### src/rtl/hp_alarm_mon.sv
// hp_alarm_mon: powers the hoggephase detectors, blanks their warm-up,
// filters channel alarms and latches a sticky trip with source capture.
module hp_alarm_mon #(
  parameter int N_CH      = 4,
  parameter int BLANK_CYC = 8,
  parameter int THRESH    = 2,
  parameter int CNT_W     = 8
) (
  input  logic             CK,
  input  logic             RST_N,
  input  logic [N_CH-1:0]  ALARM_IN,
  input  logic [N_CH-1:0]  MASK,
  input  logic             ARM,
  input  logic             CLEAR,
  output logic             VCC_EN,
  output logic             TRIP,
  output logic [N_CH-1:0]  TRIP_SRC,
  output logic [CNT_W-1:0] EVENT_CNT,
  output logic [1:0]       STATE
);

  typedef enum logic [1:0] {
    IDLE    = 2'd0,
    WARMUP  = 2'd1,
    ARMED   = 2'd2,
    TRIPPED = 2'd3
  } st_e;

  localparam int BW = (BLANK_CYC > 1) ? $clog2(BLANK_CYC) : 1;
  localparam int RW = $clog2(THRESH + 1);
  localparam logic [BW-1:0] BLOAD = BW'(BLANK_CYC - 1);
  localparam logic [RW-1:0] RMAX  = RW'(THRESH);
  localparam logic [RW-1:0] RHIT  = RW'(THRESH - 1);

  st_e             st;
  logic [BW-1:0]   blank;
  logic [N_CH-1:0] aq;
  logic [N_CH-1:0] ap;
  logic [N_CH-1:0] hit;
  logic [RW-1:0]   run [N_CH];
  logic            ev;

  assign STATE = st;

  always_comb begin
    hit = '0;
    for (int i = 0; i < N_CH; i++) begin
      hit[i] = (st == ARMED) && aq[i] && (run[i] == RHIT);
    end
  end

  // one event per rising cycle, however many channels rise together
  assign ev = ((st == ARMED) || (st == TRIPPED)) && |(aq & ~ap);

  always_ff @(posedge CK or negedge RST_N) begin
    if (!RST_N) begin
      aq <= '0;
      ap <= '0;
      for (int i = 0; i < N_CH; i++) run[i] <= '0;
    end else begin
      aq <= ALARM_IN & ~MASK;
      ap <= aq;
      for (int i = 0; i < N_CH; i++) begin
        if ((st == ARMED) && aq[i])
          run[i] <= (run[i] == RMAX) ? RMAX : run[i] + 1'b1;
        else
          run[i] <= '0;
      end
    end
  end

  always_ff @(posedge CK or negedge RST_N) begin
    if (!RST_N) begin
      EVENT_CNT <= '0;
    end else if (CLEAR) begin
      EVENT_CNT <= CNT_W'(ev);
    end else if (ev && (EVENT_CNT != '1)) begin
      EVENT_CNT <= EVENT_CNT + 1'b1;
    end
  end

  always_ff @(posedge CK or negedge RST_N) begin
    if (!RST_N) begin
      st       <= IDLE;
      blank    <= '0;
      VCC_EN   <= 1'b0;
      TRIP     <= 1'b0;
      TRIP_SRC <= '0;
    end else begin
      unique case (st)
        IDLE: begin
          VCC_EN <= 1'b0;
          if (ARM) begin
            st     <= WARMUP;
            blank  <= BLOAD;
            VCC_EN <= 1'b1;
          end
        end
        WARMUP: begin
          if (!ARM) begin
            st     <= IDLE;
            VCC_EN <= 1'b0;
          end else if (blank == '0) begin
            st <= ARMED;
          end else begin
            blank <= blank - 1'b1;
          end
        end
        ARMED: begin
          if (|hit) begin
            st       <= TRIPPED;
            TRIP     <= 1'b1;
            TRIP_SRC <= hit;
          end else if (!ARM) begin
            st     <= IDLE;
            VCC_EN <= 1'b0;
          end
        end
        TRIPPED: begin
          if (CLEAR) begin
            TRIP     <= 1'b0;
            TRIP_SRC <= '0;
            if (ARM) begin
              st    <= WARMUP;
              blank <= BLOAD;
            end else begin
              st     <= IDLE;
              VCC_EN <= 1'b0;
            end
          end
        end
        default: st <= IDLE;
      endcase
    end
  end

endmodule

### config.mk
export PLATFORM = sky130hd
export DESIGN_NAME = hp_alarm_mon
export DESIGN_NICKNAME = d
export VERILOG_FILES = /design/src/rtl/hp_alarm_mon.sv
export SDC_FILE = /design/constraint.sdc
export NUM_CORES = 1
export LEC_CHECK = 0
export BUFFER_PORTS_ARGS = -buffer_cell sky130_fd_sc_hd__buf_4
export CAP_MARGIN = 0
export CORE_MARGIN = 2
export CORE_UTILIZATION = 60
export DETAILED_ROUTE_END_ITERATION = 7
export PLACE_DENSITY = 0.81
export SYNTH_ARGS = -nofsm -noshare
export SYNTH_HDL_FRONTEND = slang
export SYNTH_SLANG_ARGS = --single-unit
### constraint.sdc
create_clock -name CK -period 2.9 [get_ports CK]
set_input_delay 0.29 -clock CK [delete_from_list [all_inputs] [get_ports CK]]
set_output_delay 0.29 -clock CK [all_outputs]
set_load 0.03 [all_outputs]
## After elaboration in Yosys (flattened, before gate mapping)

Cells that the tools add are included.

- Add/subtract/negate cells: 6
- Eq/ne operators: 20
- Multiplexer cells: 34
- Bitwise operators: 4
- Reductions and logical operators: 22

Operators with widths:

| cell | number |
|---|---|
| 2-bit 2-to-1 mux | 14 |
| 8-bit 2-to-1 mux | 2 |
| 2-bit equality test (second input constant) | 6 |
| 3-bit 2-to-1 mux | 4 |
| 2-bit by 1-bit equality test with 1-bit output (second input constant) | 5 |
| 1-bit logical AND | 10 |
| 2-bit != test (second input constant) | 5 |
| 3-bit one-hot mux with 3 select lines | 1 |
| 2-bit by 1-bit adder with 2-bit output (second input constant) | 4 |
| 8-bit by 1-bit adder with 8-bit output (second input constant) | 1 |
| 4-bit AND | 2 |
| 4-bit 2-to-1 mux | 2 |
| 8-bit != test (second input constant) | 1 |
| 4-bit NOT | 2 |
| 2-bit one-hot mux with 4 select lines | 1 |
| 4-bit one-hot mux with 2 select lines | 1 |
| 4-bit AND reduction | 2 |
| 4-bit OR reduction | 2 |
| 1-bit 2-to-1 mux | 7 |
| 1-bit one-hot mux with 4 select lines | 1 |
| 2-bit nonzero test | 2 |
| 3-bit zero test | 1 |
| 3-bit by 2-bit != test with 1-bit output (second input constant) | 1 |
| 3-bit != test (second input constant) | 1 |
| 8 further kinds | 8 |

- Register bits after elaboration: 35
- Output and inout port bits: 16
- Logic and storage cells: 98

## Longest topological paths before layout

- Depth in word-level cells: 7
- Mapped depth: 7
- Depth with buffers taken out: 7

## Worst setup path after synthesis

Ideal clock, no wire load.

- Path kind: register to register
- Start: register st[0] (netlist: STATE[0])
- End: register EVENT_CNT[2]
- Arrival: 1726 ps
- Slack: 1054 ps
- Cell stages (with the launch flop): 8
- Path buffers: 1
- Path through: dfrtp_1 > inv_1 > ha_1 > or2_2 > o41ai_4 > buf_6 > nor2_4 > a31o_1

- Longest elaborated chain between the ends: 5
- Elaborated cells between the ends (all ways): 6
- Those cells by class: 2 x eq/ne; 4 x reduce/logical

RTL lines:

| what | line | source |
|---|---|---|
| start, declared | 35 | `st_e st;` |
| start signal, assigned | 84 | `st <= IDLE;` |
| start signal, assigned | 94 | `st <= WARMUP;` |
| start signal, assigned | 101 | `st <= IDLE;` |
| 2-bit equality test | 53 | `assign ev = ((st == ARMED) \|\| (st == TRIPPED)) && \|(aq & ~ap);` |
| 1-bit logical OR * | 53 |  |
| 1-bit logical AND * | 53 |  |
| 1-bit logical AND * | 77 | `end else if (ev && (EVENT_CNT != '1)) begin` |
| 2-bit nonzero test (no source line) * | n/a |  |
| end signal, assigned | 76 | `EVENT_CNT <= CNT_W'(ev);` |
| end signal, assigned | 78 | `EVENT_CNT <= EVENT_CNT + 1'b1;` |
| end, declared | 18 | `output logic [CNT_W-1:0] EVENT_CNT,` |

Every way passes the cells marked *; elsewhere a longest branch is shown, timed or not.
A chain may end at the register's enable or synchronous reset.

## Final worst setup path

- Start: register st[0] (netlist: STATE[0])
- End: register EVENT_CNT[4]

Same word-level chain as after synthesis.

==> impl_metrics.py <==
metrics = {
    "worst_setup_path": {
        "required_ps": 3160,
        "crit_type": "flop to flop",
        "start_kind": "flop",
        "critPathBufInv": 1,
        "path_max_fanout": 14,
        "arrival_ps": 2380,
        "slowest_delay_ps": 540,
        "critical-path-slowest-cell": "or4_1",
        "r2r-start": "STATE[0]",
        "reg2reg_depth": 6,
        "cp-end-kind": "flop",
        "cp-startpoint": "STATE[0]",
        "r2r_slack_ps": 780,
        "critical_path.top_delay_family": "simple AND/OR/NAND/NOR gates",
        "cp_cell_sequence": "inv_1 -> ha_1 -> or2_2 -> o41ai_4 -> or4_1 -> a21oi_1",
        "r2r-end": "EVENT_CNT[4]",
    },
    "global_routing": {
        "antenna_found_initial": 0,
        "grtUsageTotal_pct": 21.4,
        "grt_pass1_vias": 1242,
        "grt_first_pass_wirelength_um": 5460,
        "grt_max_degree": 36,
        "overflow": 0,
    },
    "status": {
        "failed_checks": "design-rule violations",
        "run_status": "finished, violations left",
    },
    "timing": {
        "rsz0062_at_grt": "false",
        "setup_viol": 0,
        "maxSlewHeadroom_pct": 45.5,
        "finalHoldViolCount": 0,
        "fin_crit_sh_pct": 73.3,
        "finalClockSkew_ps": 7.86,
        "fin_tns_setup_ps": 0,
        "fin_crit_ps": 2120,
        "fmax_mhz": 471,
        "slew_viol_final": 0,
        "tightest_slew_ps": 815,
    },
    "clocking": {
        "cts-htree-levels": 2,
        "clock-sinks": 35,
        "clk_pin_slew_ps": 110,
        "clk-insertion-delay-late_ps": 330,
        "ctsResizeCount": 0,
        "cts_tree": "done",
        "clock_tree.buffer_depth": 2,
        "cts_root_buf": "clkbuf_4",
        "cts_setup_buffers": 0,
        "cts_buffers": 5,
    },
    "power": {
        "power_mw": 1.33,
        "ir_worst_vdd_mv": 0.555,
        "leakagePower_nw": 1.03,
        "powerDensity_mw_per_mm2": 634,
    },
    "routing": {
        "final_antenna_net_count": 0,
        "drc": 3,
        "wl_per_cell_um": 14.1,
        "initialDrtViolationCount": 62,
        "routed_wl_um": 3270,
        "vias": 1334,
        "vias_per_cell": 5.77,
        "firstDrtPassIters": 6,
    },
    "yosys": {
        "syn-num-nets": 195,
        "ys_types": 42,
        "synthArstFlopShare_pct": 100,
        "synth_area_mm2": 0.00181,
        "ys.flop_type": "dfrtp_1",
        "ys_seq_elements": 35,
        "postSynthAreaPerCell_um2": 10.8,
        "yosysWarnings": 0,
        "syn_inst": 167,
        "synth-edff-count": 0,
        "ys_seq_area_share_pct": 48.5,
    },
    "finish": {
        "nNetsFinal": 227,
        "antennaDiodeCount": 0,
        "post_layout_nonfiller_instances": 231,
        "utilization_pct": 74.5,
        "layout-drive-gt1-share_pct": 23.5,
        "area_growth_pct": 15.8,
    },
    "die": {
        "ios": 28,
        "die_area_mm2": 0.00346,
        "initial_utilization_pct": 64.4,
        "num_rows": 19,
        "core_area_mm2": 0.00281,
        "chipHeight_um": 58.9,
        "die_w_um": 58.9,
    },
    "placement": {
        "gp_congestion": 0.825,
        "place_inst": 222,
        "io_buffer_count": 27,
        "dp_hpwl_um": 2420,
    },
    "min_path": {
        "min_path_type": "input port to flop",
        "worstHoldPathCells": 2,
        "holdCritStartpoint": "MASK[3]",
        "hold-path-endpoint": "aq[3]",
    },
    "job": {
        "cap_violations": 0,
    },
}
[metrics by stage]
step                      hold slack [ps]  cell area, um2  setup slack, ps
final                                86.8            2090              776
after global placement                258            2030              921
after global routing                 48.7            2090              567
after floorplan                     -5.59            1810             1050
after CTS                            64.5            2090              770
after detailed placement              267            2030              801
[cells in the mapped netlist (3+ instances only)]
cell / number / area [um2]
dfrtp_1: 35 / 876
inv_1: 23 / 86.3
ha_1: 16 / 200
nand2_1: 11 / 41.3
and3_1: 9 / 56.3
a21oi_1: 8 / 40.0
nand3_1: 6 / 30.0
nor2_1: 5 / 18.8
nor2b_1: 4 / 25.0
o22ai_1: 4 / 25.0
nand2b_1: 3 / 18.8
o31ai_1: 3 / 22.5
or4_1: 3 / 22.5
[worst max path at each step]
stage | to | slack [ps] | depth (start not counted)
floorplan | EVENT_CNT[2] | 1050 | 7
global placement | EVENT_CNT[5] | 920 | 6
detailed placement | EVENT_CNT[4] | 800 | 6
CTS | EVENT_CNT[4] | 770 | 6
global route | EVENT_CNT[4] | 570 | 6
finish | EVENT_CNT[4] | 780 | 6
[layer usage]
layer | vias to the layer above | global-route usage (%) | routed length (um)
li1 | 642 | - | -
met1 | 656 | 26.6 | 1430
met2 | 34 | 34.1 | 1670
met3 | 2 | 5.49 | 147
met4 | 0 | 11.7 | 15
met5 | - | 0 | 0
[state kept, by name (all words and copies together), names as in the netlist]
| name | flops |
|---|---|
| EVENT_CNT | 8 |
| STATE | 2 |
| TRIP | 1 |
| TRIP_SRC | 4 |
| VCC_EN | 1 |
| ap | 4 |
| aq | 4 |
| blank | 3 |
| run | 8 |
[area by class of cell]
class | instances | area, um2
Fill cell | 228 | 714
Clock buffer | 6 | 41.3
Sequential cell | 35 | 876
Tap cell | 31 | 38.8
Timing Repair Buffer | 28 | 213
Clock inverter | 2 | 12.5
Inverter | 23 | 86.3
Multi-Input combinational cell | 106 | 823
[kinds of logic (layout without fill, tap and decap cells)]
family	after synthesis	count (layout)	synth area share [%]
and+or+nand+nor	56	56	19.4
AOI/OAI and AO/OA	32	32	14.0
muxes	2	2	1.11
DFF	35	35	48.5
buffers and inverters	26	59	5.89
adders and majority gates	16	16	11.1
[worst reg2reg max path, stage by stage (launching register included)]
cell     delay, ps
dfrtp_1        430
inv_1          140
ha_1           390
or2_2          230
o41ai_4        180
or4_1          540
a21oi_1        150
[power by group]
part | switching, mW | leakage [nW] | internal, mW
combinational | 0.277 | 0.545 | 0.194
clock | 0.160 | 0.0282 | 0.0935
sequential | 0.0529 | 0.459 | 0.548
total | 0.489 | 1.03 | 0.836
[layout by cell type (no fill, tap or decap), types with 2 or more instances in the layout]
cell,count
a31oi_1,2
nor2b_1,4
o22ai_1,4
mux2i_1,2
dfrtp_1,35
o31ai_1,3
nand3_1,6
a21oi_1,8
nor2b_4,2
nand2b_1,3
o21bai_1,2
nor2_1,5
buf_4,27
or4_1,3
and3_1,9
clkbuf_4,5
inv_1,23
and3_2,2
or2_2,2
ha_1,16
and2b_1,2
a22oi_1,2
nand2_1,11
[repair_timing]
item / in CTS / in global routing
endpoints found under the hold margin: 35 / 0
setup endpoints to repair: 0 / 0
hold buffers: 1 / 0
(Power assumes the default switching activity.)
